$ cat src/rtl/icache_controller_pkg.sv
// icache_controller_pkg: shared types and defaults for the instruction cache controller.
//   - Default geometry (address width, instruction width, block size, imem block width).
//   - FSM state type; StPfWait exists only when ICACHE_PREFETCH_EN is defined.
//   - ic_off_w(): byte-offset width of a cache block.
package icache_controller_pkg;

  localparam int unsigned IcAddrW      = 32;
  localparam int unsigned IcWordBits   = 32;
  localparam int unsigned IcBlockWords = 4;
  localparam int unsigned IcMemBlkW    = 10;

`ifdef ICACHE_PREFETCH_EN
  typedef enum logic [1:0] {StIdle, StMissReq, StFill, StPfWait} ic_state_e;
`else
  typedef enum logic [1:0] {StIdle, StMissReq, StFill} ic_state_e;
`endif

  function automatic int unsigned ic_off_w(input int unsigned block_words,
                                           input int unsigned word_bits);
    return $clog2(block_words * word_bits / 8);
  endfunction

endpackage

$ cat src/rtl/icache_stream_buffer.sv
// icache_stream_buffer: one-block next-line prefetch buffer (valid, tag, data).
//   clk_i, rst_i    clock, asynchronous active-high reset (clears valid, tag and data)
//   wr_en_i         write tag/data and set valid
//   wr_tag_i        imem block address of the written block
//   wr_data_i       block data
//   lookup_tag_i    imem block address being looked up
//   match_o         buffer valid and tag equal to lookup_tag_i
//   data_o          buffered block
// Only instantiated when ICACHE_PREFETCH_EN is defined.
module icache_stream_buffer #(
  parameter int unsigned TagW  = 10,
  parameter int unsigned DataW = 128
) (
  input  logic             clk_i,
  input  logic             rst_i,
  input  logic             wr_en_i,
  input  logic [TagW-1:0]  wr_tag_i,
  input  logic [DataW-1:0] wr_data_i,
  input  logic [TagW-1:0]  lookup_tag_i,
  output logic             match_o,
  output logic [DataW-1:0] data_o
);

  logic             valid_q, valid_d;
  logic [TagW-1:0]  tag_q, tag_d;
  logic [DataW-1:0] data_q, data_d;

  always_comb begin
    valid_d = valid_q;
    tag_d   = tag_q;
    data_d  = data_q;
    if (wr_en_i) begin
      valid_d = 1'b1;
      tag_d   = wr_tag_i;
      data_d  = wr_data_i;
    end
  end

  always_ff @(posedge clk_i or posedge rst_i) begin
    if (rst_i) begin
      valid_q <= 1'b0;
      tag_q   <= '0;
      data_q  <= '0;
    end else begin
      valid_q <= valid_d;
      tag_q   <= tag_d;
      data_q  <= data_d;
    end
  end

  assign match_o = valid_q && (tag_q == lookup_tag_i);
  assign data_o  = data_q;

endmodule

$ cat src/rtl/icache_controller.sv
// icache_controller: sequences I_SRAM lookups and imem block reads for the fetch stage.
//   clock, reset        clock, asynchronous active-high reset (all outputs forced 0 while held)
//   fetch_ren, pc       fetch request and word-aligned byte address
//   instr, icache_stall instruction (valid on hit) and fetch hold
//   cacheRen, cacheMemWen, cacheBlockAddr, cacheDin   I_SRAM lookup / fill side
//   cacheHit, cacheDout                               I_SRAM combinational response
//   imem_ren, imem_block_address                      imem block read request
//   imem_dout, imem_ready                             imem block data, one-cycle completion pulse
// Hits return in the same cycle; a miss reads the block from imem, fills I_SRAM for one
// cycle, then returns to IDLE where the lookup is replayed.
// Optional feature macro: ICACHE_PREFETCH_EN (next-line stream buffer, adds StPfWait).
module icache_controller
  import icache_controller_pkg::*;
#(
  parameter int unsigned ADDR_W      = IcAddrW,
  parameter int unsigned WORD_BITS   = IcWordBits,
  parameter int unsigned BLOCK_WORDS = IcBlockWords,
  parameter int unsigned MEM_BLK_W   = IcMemBlkW,
  localparam int unsigned OFF_W      = ic_off_w(BLOCK_WORDS, WORD_BITS),
  localparam int unsigned BLK_BITS   = BLOCK_WORDS * WORD_BITS
) (
  input  logic                    clock,
  input  logic                    reset,
  input  logic                    fetch_ren,
  input  logic [ADDR_W-1:0]       pc,
  output logic [WORD_BITS-1:0]    instr,
  output logic                    icache_stall,
  output logic                    cacheRen,
  output logic                    cacheMemWen,
  output logic [ADDR_W-OFF_W-1:0] cacheBlockAddr,
  output logic [BLK_BITS-1:0]     cacheDin,
  input  logic                    cacheHit,
  input  logic [BLK_BITS-1:0]     cacheDout,
  output logic                    imem_ren,
  output logic [MEM_BLK_W-1:0]    imem_block_address,
  input  logic [BLK_BITS-1:0]     imem_dout,
  input  logic                    imem_ready
);

  localparam int unsigned TAG_W  = ADDR_W - OFF_W;
  localparam int unsigned WSEL_W = $clog2(BLOCK_WORDS);

  ic_state_e             state_q, state_d;
  logic [TAG_W-1:0]      miss_blk_q, miss_blk_d;
  logic [BLK_BITS-1:0]   fill_data_q, fill_data_d;

  logic [TAG_W-1:0]                      pc_blk;
  logic [WSEL_W-1:0]                     pc_wsel;
  logic [BLOCK_WORDS-1:0][WORD_BITS-1:0] dout_words;
  logic                                  unused_pc_lsbs;

  assign pc_blk         = pc[ADDR_W-1:OFF_W];
  assign pc_wsel        = pc[OFF_W-1:OFF_W-WSEL_W];
  assign dout_words     = cacheDout;  // word 0 sits in the LSBs
  assign unused_pc_lsbs = ^pc[OFF_W-WSEL_W-1:0];

`ifdef ICACHE_PREFETCH_EN
  logic                 pf_pending_q, pf_pending_d;
  logic [MEM_BLK_W-1:0] pf_addr_q, pf_addr_d;
  logic [MEM_BLK_W-1:0] pc_mblk;
  logic                 buf_wr_en, buf_match;
  logic [MEM_BLK_W-1:0] buf_wr_tag;
  logic [BLK_BITS-1:0]  buf_data;

  assign pc_mblk = pc_blk[MEM_BLK_W-1:0];

  icache_stream_buffer #(
    .TagW  (MEM_BLK_W),
    .DataW (BLK_BITS)
  ) u_stream_buffer (
    .clk_i        (clock),
    .rst_i        (reset),
    .wr_en_i      (buf_wr_en),
    .wr_tag_i     (buf_wr_tag),
    .wr_data_i    (imem_dout),
    .lookup_tag_i (pc_mblk),
    .match_o      (buf_match),
    .data_o       (buf_data)
  );
`endif

  always_comb begin
    state_d            = state_q;
    miss_blk_d         = miss_blk_q;
    fill_data_d        = fill_data_q;
    instr              = '0;
    icache_stall       = 1'b0;
    cacheRen           = 1'b0;
    cacheMemWen        = 1'b0;
    cacheBlockAddr     = '0;
    cacheDin           = '0;
    imem_ren           = 1'b0;
    imem_block_address = '0;
`ifdef ICACHE_PREFETCH_EN
    pf_pending_d = pf_pending_q;
    pf_addr_d    = pf_addr_q;
    buf_wr_en    = 1'b0;
    buf_wr_tag   = pf_addr_q;
`endif

    unique case (state_q)
      StIdle: begin
`ifdef ICACHE_PREFETCH_EN
        // Background next-line read runs while the pipeline keeps hitting.
        if (pf_pending_q) begin
          imem_ren           = 1'b1;
          imem_block_address = pf_addr_q;
          if (imem_ready) begin
            buf_wr_en    = 1'b1;
            pf_pending_d = 1'b0;
          end
        end
`endif
        if (fetch_ren) begin
          cacheRen       = 1'b1;
          cacheBlockAddr = pc_blk;
          if (cacheHit) begin
            instr = dout_words[pc_wsel];
          end else begin
            icache_stall = 1'b1;
            miss_blk_d   = pc_blk;
`ifdef ICACHE_PREFETCH_EN
            if (pf_pending_q && imem_ready && (pf_addr_q == pc_mblk)) begin
              fill_data_d = imem_dout;
              state_d     = StFill;
            end else if (pf_pending_q && !imem_ready) begin
              state_d = StPfWait;
            end else if (buf_match) begin
              fill_data_d = buf_data;
              state_d     = StFill;
            end else begin
              state_d = StMissReq;
            end
`else
            state_d = StMissReq;
`endif
          end
        end
      end

      StMissReq: begin
        icache_stall       = 1'b1;
        imem_ren           = 1'b1;
        imem_block_address = miss_blk_q[MEM_BLK_W-1:0];
        if (imem_ready) begin
          fill_data_d = imem_dout;
          state_d     = StFill;
`ifdef ICACHE_PREFETCH_EN
          buf_wr_en  = 1'b1;
          buf_wr_tag = miss_blk_q[MEM_BLK_W-1:0];
`endif
        end
      end

      StFill: begin
        icache_stall   = 1'b1;
        cacheMemWen    = 1'b1;
        cacheBlockAddr = miss_blk_q;
        cacheDin       = fill_data_q;
        state_d        = StIdle;
`ifdef ICACHE_PREFETCH_EN
        pf_pending_d = 1'b1;
        pf_addr_d    = miss_blk_q[MEM_BLK_W-1:0] + MEM_BLK_W'(1);  // wraps at top of imem
`endif
      end

`ifdef ICACHE_PREFETCH_EN
      StPfWait: begin
        icache_stall       = 1'b1;
        imem_ren           = 1'b1;
        imem_block_address = pf_addr_q;
        if (imem_ready) begin
          buf_wr_en    = 1'b1;
          pf_pending_d = 1'b0;
          if (pf_addr_q == miss_blk_q[MEM_BLK_W-1:0]) begin
            fill_data_d = imem_dout;
            state_d     = StFill;
          end else begin
            state_d = StMissReq;
          end
        end
      end
`endif

      default: state_d = StIdle;
    endcase

    // Outputs stay quiet for the whole time reset is held.
    if (reset) begin
      instr              = '0;
      icache_stall       = 1'b0;
      cacheRen           = 1'b0;
      cacheMemWen        = 1'b0;
      cacheBlockAddr     = '0;
      cacheDin           = '0;
      imem_ren           = 1'b0;
      imem_block_address = '0;
    end
  end

  always_ff @(posedge clock or posedge reset) begin
    if (reset) begin
      state_q     <= StIdle;
      miss_blk_q  <= '0;
      fill_data_q <= '0;
    end else begin
      state_q     <= state_d;
      miss_blk_q  <= miss_blk_d;
      fill_data_q <= fill_data_d;
    end
  end

`ifdef ICACHE_PREFETCH_EN
  always_ff @(posedge clock or posedge reset) begin
    if (reset) begin
      pf_pending_q <= 1'b0;
      pf_addr_q    <= '0;
    end else begin
      pf_pending_q <= pf_pending_d;
      pf_addr_q    <= pf_addr_d;
    end
  end
`endif

endmodule

$ cat config.mk
export PLATFORM = sky130hd
export DESIGN_NAME = icache_controller
export DESIGN_NICKNAME = d
export VERILOG_FILES = /design/src/rtl/icache_controller_pkg.sv /design/src/rtl/icache_stream_buffer.sv /design/src/rtl/icache_controller.sv
export SDC_FILE = /design/constraint.sdc
export NUM_CORES = 1
export LEC_CHECK = 0
export CAP_MARGIN = 20
export CORE_AREA = 2 2 195 197
export CTS_CLUSTER_DIAMETER = 100
export CTS_CLUSTER_SIZE = 25
export DETAILED_ROUTE_END_ITERATION = 8
export DIE_AREA = 0 0 197 199
export SLEW_MARGIN = 20
export SYNTH_ARGS = -nofsm -noshare
export SYNTH_HDL_FRONTEND = slang
export SYNTH_HIERARCHICAL = 1
export SYNTH_SLANG_ARGS = --single-unit
$ cat constraint.sdc
create_clock -name clock -period 17.7 [get_ports clock]
set_input_delay 5.31 -clock clock [delete_from_list [all_inputs] [get_ports clock]]
set_output_delay 5.31 -clock clock [all_outputs]
set_load 0.03 [all_outputs]
==> Word-level counts from Yosys, hierarchy flattened <==
Cells that the tools add are included.
W data, S select, Z words.
{ "op_classes": {"n_lt_le_gt_ge": 1, "n_reduce_logical": 5, "muxes": 28, "eq_ne": 5, "n_bitwise": 1} }
{ "op_table": {"columns": ["operator", "count"], "rows": [
  ["$mux W128", 2],
  ["$mux W32", 5],
  ["$bmux W32 S2", 1],
  ["$mux W28", 2],
  ["$pmux W28 S2", 1],
  ["$mux W10", 2],
  ["$mux W1", 10],
  ["$mux W2", 3],
  ["$ne A2 B2 Y1 const B", 3],
  ["$reduce_and A3 Y1", 2],
  ["$pmux W2 S2", 1],
  ["$lt A2 B3 Y1 const B", 1],
  ["$eq A2 B1 Y1 const B", 1],
  ["$eq A2 B2 Y1 const B", 1],
  ["$logic_not A2 Y1", 1],
  ["$pmux W1 S2", 1],
  ["$reduce_and A2 Y1", 1],
  ["$reduce_or A2 Y1", 1],
  ["$not A1 Y1", 1]
]} }
{ "word_totals": {"elab_cells": 43, "reg_bits": 158} }

==> Logic depth before layout (Yosys ltp) <==
Gate-level depths: netlist of run 1.
{ "logic_depth": {"depth_word": 6, "depth_mapped": 7, "depth_no_buf": 5} }

==> Worst setup path before layout of run 1 <==
No wires, ideal clock.
{ "synth_path": {"path_kind": "input port to output port", "start": "input port reset", "end": "output port instr[22]", "path_stages": 4, "arrival_ps": 9991, "t_required_ps": 12390, "n_path_buf": 1, "setup_slack_ps": 2399, "path_cell_list": "inv_1 -> and3_1 -> clkbuf_1 -> and3_1"} }
{ "synth_between": {"elab_chain_len": 1} }
{ "synth_rtl": {"columns": ["item", "line", "source"], "rows": [
  ["start, declared", "icache_controller.sv:23", "input logic reset,"],
  ["$mux W32", "icache_controller.sv:189", "if (reset) begin"],
  ["end, declared", "icache_controller.sv:26", "output logic [WORD_BITS-1:0] instr,"]
]} }
No other way between the ends.

==> Worst setup path after layout of run 1 <==
{ "layout_path": {"start": "input port reset", "end": "output port instr[25]"} }
Same word-level chain as after synthesis.

==> results of run 1 <==
synth_stat cells:
master,number,share of area
sky130_fd_sc_hd__nor2b_1,4,0.0030
sky130_fd_sc_hd__and2_1,139,0.10
sky130_fd_sc_hd__mux2_2,158,0.21
sky130_fd_sc_hd__a21oi_1,1,0.00060
sky130_fd_sc_hd__ha_1,7,0.011
sky130_fd_sc_hd__dfrtp_1,158,0.48
sky130_fd_sc_hd__buf_2,25,0.015
sky130_fd_sc_hd__nand2_1,1,0.00045
sky130_fd_sc_hd__a22oi_1,28,0.025
sky130_fd_sc_hd__inv_1,4,0.0018
sky130_fd_sc_hd__a211oi_1,1,0.00090
sky130_fd_sc_hd__buf_4,1,0.00090
sky130_fd_sc_hd__clkbuf_1,23,0.010
sky130_fd_sc_hd__mux4_2,30,0.081
sky130_fd_sc_hd__buf_6,1,0.0014
sky130_fd_sc_hd__nand3b_1,1,0.00090
sky130_fd_sc_hd__o21ai_2,1,0.0011
sky130_fd_sc_hd__mux4_1,2,0.0063
sky130_fd_sc_hd__and3_1,33,0.025
sky130_fd_sc_hd__buf_12,3,0.0072
sky130_fd_sc_hd__nor2_1,28,0.013
sky130_fd_sc_hd__nand2b_1,1,0.00075
state kept, by name, indices dropped and copies added, names as in the netlist:
name and flops:
fill_data_q 128, state_q 2, miss_blk_q 28
kinds of logic (layout without fill, tap and decap cells):
logic type,count (synthesis),in the layout
AND/OR/NAND/NOR,207,207
flip-flops,158,158
buffers and inverters,57,538
AO/OA/AOI/OAI,31,31
other,0,4
multiplexers,190,190
adder cells (fa/ha/maj),7,7
cell usage in the layout, fill, tap and decap left out:
cell type                         instances
sky130_fd_sc_hd__mux4_2                  30
sky130_fd_sc_hd__nand2b_1                 1
sky130_fd_sc_hd__nand2_8                  1
sky130_fd_sc_hd__clkinv_2                 2
sky130_fd_sc_hd__mux2_2                 158
sky130_fd_sc_hd__clkdlybuf4s50_1        491
sky130_fd_sc_hd__and3_1                  33
sky130_fd_sc_hd__nand3b_1                 1
sky130_fd_sc_hd__inv_6                    3
sky130_fd_sc_hd__mux4_1                   2
sky130_fd_sc_hd__nor2b_4                  1
sky130_fd_sc_hd__clkbuf_8                 1
sky130_fd_sc_hd__inv_1                    3
sky130_fd_sc_hd__nor2b_1                  3
sky130_fd_sc_hd__a21oi_1                  1
sky130_fd_sc_hd__bufinv_16                1
sky130_fd_sc_hd__and2_1                 139
sky130_fd_sc_hd__a211oi_1                 1
sky130_fd_sc_hd__buf_16                   1
sky130_fd_sc_hd__a22oi_1                 28
sky130_fd_sc_hd__clkbuf_16               17
sky130_fd_sc_hd__dfrtp_1                158
sky130_fd_sc_hd__buf_4                   11
sky130_fd_sc_hd__ha_1                     7
sky130_fd_sc_hd__clkinvlp_4               4
sky130_fd_sc_hd__o21ai_2                  1
sky130_fd_sc_hd__clkbuf_1                 4
sky130_fd_sc_hd__nor2_1                  28
sky130_fd_sc_hd__diode_2                  4
area by class of cell:
cell class	instances	area share
timing repair buffer	503	0.353
multi-input combinational	435	0.287
sequential	158	0.278
tap	474	0.0417
clock buffer	22	0.0319
clock inverter	9	0.00616
inverter	4	0.00141
antenna	4	0.000704
routing by layer:
| metal | share of wire | up-vias | wire (um) |
|---|---|---|---|
| met4 | 0.034 | 0 | 1050 |
| li1 | - | 3232 | - |
| met1 | 0.36 | 3411 | 11300 |
| met3 | 0.073 | 47 | 2270 |
| met2 | 0.53 | 338 | 16600 |
| met5 | 0 | - | 0 |
metrics by stage:
| stage | utilization | total power, mW | hold slack, ns |
|---|---|---|---|
| final | 0.383 | 1.74 | 0.496 |
| after global routing | 0.383 | 1.85 | 0.505 |
| after CTS | 0.382 | 1.77 | 0.499 |
| after detailed placement | 0.368 | 1.41 | 0.484 |
| after global placement | 0.367 | 1.39 | 0.478 |
| after floorplan | - | 1.11 | 0.471 |
final timing paths:
| kind | startpoint | to | slack (ns) |
|---|---|---|---|
| setup / recovery | reset | instr[25] | 4.06 |
| hold / removal | fill_data_q[61] | fill_data_q[61] | 0.50 |
| setup reg to reg | state_q[1] | fill_data_q[70] | 15.08 |
| hold reg to reg | fill_data_q[61] | fill_data_q[61] | 0.50 |
| max in group asynchronous | reset | miss_blk_q[18] | 10.25 |
| min in group asynchronous | reset | state_q[0] | 5.50 |
power by group through the flow:
stage	clock (mW)	sequential, mW	combinational (mW)
after floorplan	0	0.606	0.500
after global placement	0	0.626	0.762
after detailed placement	0	0.635	0.774
after global routing	0.380	0.653	0.819
final	0.353	0.627	0.761
after CTS	0.368	0.629	0.776
==> qor.log, run 1 <==
[sta] Min Clock Period, post-route 13.64 ns
[floorplanning] vertical die dimension 199 um
[worst_setup_path] CP bufs+invs 3
[floorplanning] overall die area 0.0392 mm^2
[synth] synthesized-area fraction occupied by xor and xnor cells 0
[global_route] grt met3 use 0.0498
[placement] cell count after placement 1574
[run_status] run status finished, final reports clean
[layout] fillcell total 3650
[layout] fraction of layout instances using a drive strength above 1 0.204
[sta] achievable clock frequency 73.3 MHz
[synth] total of flip-flops plus latches after synthesis 158
[global_route] pin count of the biggest net entering global routing 75
[route] remaining antenna violation count after routing 0
[synth] adder and majority gate portion of the synthesized area 0.0105
[synth] simple logic cell fraction of the synthesized area 0.147
[cts] TritonCTS Buffers 17
[layout] sequential cell area in the final layout 0.00395 mm^2
[floorplanning] Starting Density 0.224
[sta] worst slew margin relative to its limit 0.310
[sta] worst-margin pin slew 1.03 ns
[cts] Post-CTS Setup Inserts 0
[power_and_ir_drop] pwr dens 122 mW/mm^2
[worst_setup_path] critical path depth 5
[run] max-capacitance violation count 0
[synth] proportion of synthesized area in mux cells 0.302
[sta] RSZ-0062 raised after global routing false
[worst_setup_path] Worst Setup Path Type in -> out
[layout] relative area change from synthesis to final layout 71.1%
[synth] sequential share of the synthesized area 0.476
[worst_setup_path] kind of cell adding the most delay to the critical path buffers and inverters
[route] average wire length per cell after detail routing 19.5 um
[power_and_ir_drop] part of the power in combinational logic 0.437
[synth] Net Count, Synth 950
[power_and_ir_drop] switching power as a share of total power 0.342
[floorplanning] Horiz. Die Dim 197 um
[global_route] met2 GRT Util 0.287
[sta] number of pins exceeding their max-slew limit in the final report 0
[sta] period utilisation layout 0.771
[worst_hold_path] class of the worst hold path reg -> reg
[global_route] wire length of the first global-routing pass 45.7 mm
[route] via count 7028
[route] Routed WL 31.3 mm
[cts] Worst-Skew Late Latency 0.44 ns
[worst_hold_path] WHS Path Cells 1
[cts] hold buffer count at cts 0
[power_and_ir_drop] portion of total power attributed to the clock network 0.203
[worst_setup_path] CP Max Fanout 46
[worst_setup_path] worst r2r path cells 5
[synth] area fraction in compound gates after synthesis 0.0279
[global_route] vias in the first global route 7406
[floorplanning] number of top-level pins 495
[worst_setup_path] slowest stage cell on the critical path sky130_fd_sc_hd__and3_1
[worst_setup_path] data arrival time of the critical path 8.33 ns
[sta] Setup WS post-layout 4.06 ns
[sta] Layout Skew 0.00863 ns
[global_route] antenna violations before repair 8
[route] remaining design rule violation count 0
[cts] H-tree Lvls 4
[floorplanning] Row Count 71
[power_and_ir_drop] share of power burned in registers 0.360
[synth] total standard cell area after synthesis 0.00831 mm^2
[synth] Yosys Warn Count 6
[worst_setup_path] Worst Setup Start Kind primary input
[route] routed via count divided by cell count 4.37
[cts] Num Clock Sinks 158
[cts] Gates resized, CTS repair 0
[worst_setup_path] endpoint required time on the critical path 12.39 ns
[worst_setup_path] CP Cell Sequence clkdlybuf4s50_1 > inv_6 > and3_1 > and3_1 > clkdlybuf4s50_1
[placement] area after detailed placement 0.0137 mm^2
[global_route] met1 track demand over resource 0.164
[cts] clock tree from TritonCTS done
[cts] clock-pin slew of the registers on the worst-case setup and hold paths 0.06 ns
[cts] maximum count of clock buffers along a single path 2
[cts] root buffer cell sky130_fd_sc_hd__clkbuf_16
[global_route] Global Route Usage Sum 0.158
[power_and_ir_drop] Max VDD drop 64.7 uV
[global_route] Remaining Overflow, GRT 0
[placement] pre-CTS setup slack 3.95 ns
[global_route] most used routing layer met2
[worst_setup_path] critical path capture point type output port
[route] detailed-routing iteration count for the pre-antenna-repair pass 6
[sta] Post-Route Setup TNS 0 ns
[sta] number of hold violations in the final report 0
[power_and_ir_drop] Int Pwr 1.15 mW
[layout] final net count 1419
[synth] gate count of the mapped netlist 650
[placement] global placement routability congestion 0.915
[sta] final number of setup-violating endpoints 0
[worst_setup_path] Largest stage delay, worst path 0.91 ns
[synth] mean cell area of the mapped netlist 12.8 um^2
[layout] area of combinational cells with multiple inputs 0.00407 mm^2
[placement] Final HPWL DP 24.4 mm
[placement] # port buffers 492
[power_and_ir_drop] static leakage power 5.68 nW
[layout] number of cells in the finished layout apart from fillers 1609
[synth] largest family of logic cells by synthesized area multiplexers
[floorplanning] core region area 0.0371 mm^2
[power_and_ir_drop] net switching power of the design 0.596 mW
[layout] final design area excluding fillers 0.0142 mm^2
[synth] Distinct cells, synth 22
[route] initial DRC count 229
(Power assumes the default switching activity.)
==> run 2, diff against run 1 <==
Settings changed: CORE_AREA 2 2 195 197 to 2 2 191 193, DIE_AREA 0 0 197 199 to 0 0 193 195.
Clock period 17.7 ns to 13.8 ns, I/O delays scaled along.
==> qor.log, run 2 (synthesis results as in run 1) <==
[run_status] run status finished, final reports clean
[worst_setup_path] termination of the worst setup path cacheDin[21]
[layout] Largest Register fill_data_q
[worst_hold_path] class of the worst hold path reg -> reg
[cts] clock tree from TritonCTS done
[global_route] antenna violations before repair 11
[power_and_ir_drop] static leakage power 5.72 nW
[route] initial DRC count 199
[sta] final hold slack 0.495 ns
[floorplanning] Starting Density 0.235
[floorplanning] Row Count 69
[layout] most frequent standard cell in the layout excluding fill and tap cells sky130_fd_sc_hd__clkdlybuf4s50_1
[layout] post-route core utilization 0.402
[sta] worst slew margin relative to its limit 0.306
[route] Routed WL 30.8 mm
[layout] fillcell total 3383
[global_route] Remaining Overflow, GRT 0
[cts] Worst-Skew Late Latency 0.43 ns
[floorplanning] vertical die dimension 195 um
[sta] worst-margin pin slew 1.04 ns
[layout] Regs by FF count fill_data_q x128, miss_blk_q x28, state_q x2
[placement] Final HPWL DP 24.0 mm
[sta] final number of setup-violating endpoints 0
[placement] area after detailed placement 0.0136 mm^2
[sta] number of hold violations in the final report 0
[worst_setup_path] critical path capture point type output port
[sta] period utilisation layout 0.790
[floorplanning] core region area 0.0354 mm^2
[cts] root buffer cell sky130_fd_sc_hd__clkbuf_16
[cts] maximum count of clock buffers along a single path 2
[worst_setup_path] Worst Setup Start Kind primary input
[worst_setup_path] CP bufs+invs 3
[route] average wire length per cell after detail routing 19.3 um
[power_and_ir_drop] Max VDD drop 87.5 uV
[worst_setup_path] endpoint of the lowest-slack register-to-register path fill_data_q[86]
[worst_setup_path] critical path depth 5
[cts] clock-pin slew of the registers on the worst-case setup and hold paths 0.06 ns
[sta] Layout Skew 0.00899 ns
[placement] global placement routability congestion 0.805
[floorplanning] overall die area 0.0376 mm^2
[cts] Gates resized, CTS repair 0
[cts] TritonCTS Buffers 17
[cts] Post-CTS Setup Inserts 0
[floorplanning] number of top-level pins 495
[worst_setup_path] data arrival time of the critical path 6.76 ns
[global_route] Global Route Usage Sum 0.159
[worst_setup_path] most repeated library cell on the critical path sky130_fd_sc_hd__clkdlybuf4s50_1
[route] detailed-routing iteration count for the pre-antenna-repair pass 4
[cts] hold buffer count at cts 0
[layout] relative area change from synthesis to final layout 71.3%
[worst_setup_path] endpoint required time on the critical path 9.66 ns
[global_route] vias in the first global route 7144
[route] remaining antenna violation count after routing 0
[worst_setup_path] Largest stage delay, worst path 0.70 ns
[worst_setup_path] slowest stage cell on the critical path sky130_fd_sc_hd__nor2b_4
[worst_setup_path] worst r2r path cells 5
[sta] RSZ-0062 raised after global routing false
[route] routed via count divided by cell count 4.36
[worst_setup_path] Worst Setup Path Type in -> out
[sta] Min Clock Period, post-route 10.90 ns
[layout] commonest non-fill, non-tap cells in the layout sky130_fd_sc_hd__clkdlybuf4s50_1, sky130_fd_sc_hd__mux2_2, sky130_fd_sc_hd__dfrtp_1
[worst_setup_path] kind of cell adding the most delay to the critical path buffers and inverters
[power_and_ir_drop] pwr dens 158 mW/mm^2
[layout] max reg flops 128
[layout] fraction of layout instances using a drive strength above 1 0.206
[worst_setup_path] CP Max Fanout 94
[cts] Num Clock Sinks 158
[cts] H-tree Lvls 4
[placement] # port buffers 492
[sta] achievable clock frequency 91.7 MHz
[layout] final net count 1418
[worst_setup_path] CP Cell Sequence clkdlybuf4s50_1 > nor2b_4 > buf_12 > and2_1 > clkdlybuf4s50_1
[worst_setup_path] critical path launch point reset
[route] remaining design rule violation count 0
[sta] number of pins exceeding their max-slew limit in the final report 0
[worst_setup_path] Register-to-Register Setup Slack 11.50 ns
[floorplanning] Horiz. Die Dim 193 um
[route] via count 6953
[layout] final design area excluding fillers 0.0142 mm^2
[worst_setup_path] RR Startpoint state_q[1]
[global_route] pin count of the biggest net entering global routing 95
[sta] Post-Route Setup TNS 0 ns
[global_route] wire length of the first global-routing pass 43.6 mm
[run] max-capacitance violation count 0
[run 2: power breakdown]
part / internal (mW) / leakage, nW / switching [mW]
clock: 0.293 / 0.294 / 0.192
combinational: 0.513 / 3.55 / 0.458
sequential: 0.701 / 1.87 / 0.0994
total: 1.51 / 5.72 / 0.748
[run 2: routing by layer]
layer	share of wire	global-route usage	vias to the layer above
li1	-	-	3217
met1	0.35	0.157	3385
met2	0.53	0.290	312
met3	0.089	0.0584	39
met4	0.032	0.0758	0
met5	0	0	-
[run 2: final cells by class]
cell class / instances / area (um^2) / area share
clock buffer: 21 / 460 / 0.0323
clock inverter: 10 / 135 / 0.00949
timing repair buffer: 502 / 5010 / 0.352
sequential: 158 / 3950 / 0.278
multi-input combinational: 435 / 4070 / 0.286
tap: 461 / 577 / 0.0405
antenna: 5 / 12.5 / 0.000879
inverter: 4 / 20.0 / 0.00141
[run 2: per-stage QoR]
| step | cells | setup slack [ns] | power [mW] |
|---|---|---|---|
| floorplan | 650 | 0.839 | 1.42 |
| global placement | 1560 | 2.58 | 1.77 |
| detailed placement | 1560 | 2.59 | 1.80 |
| CTS | 1591 | 2.57 | 2.29 |
| global route | 1595 | 2.75 | 2.39 |
| finish | 1596 | 2.90 | 2.26 |
[run 2: worst register-to-register path, cell delays in order (launching register included)]
cell,delay [ns]
sky130_fd_sc_hd__dfrtp_1,0.40
sky130_fd_sc_hd__inv_1,0.11
sky130_fd_sc_hd__ha_1,0.25
sky130_fd_sc_hd__nand2_4,0.25
sky130_fd_sc_hd__buf_4,0.71
sky130_fd_sc_hd__mux2_2,0.48
[run 2: worst min path at each step]
stage / startpoint / end / depth (start not counted)
after floorplan: fill_data_q[37] / fill_data_q[37] / 1
after global placement: fill_data_q[76] / fill_data_q[76] / 1
after detailed placement: fill_data_q[31] / fill_data_q[31] / 1
after CTS: fill_data_q[31] / fill_data_q[31] / 1
after global routing: fill_data_q[31] / fill_data_q[31] / 1
final: fill_data_q[29] / fill_data_q[29] / 1
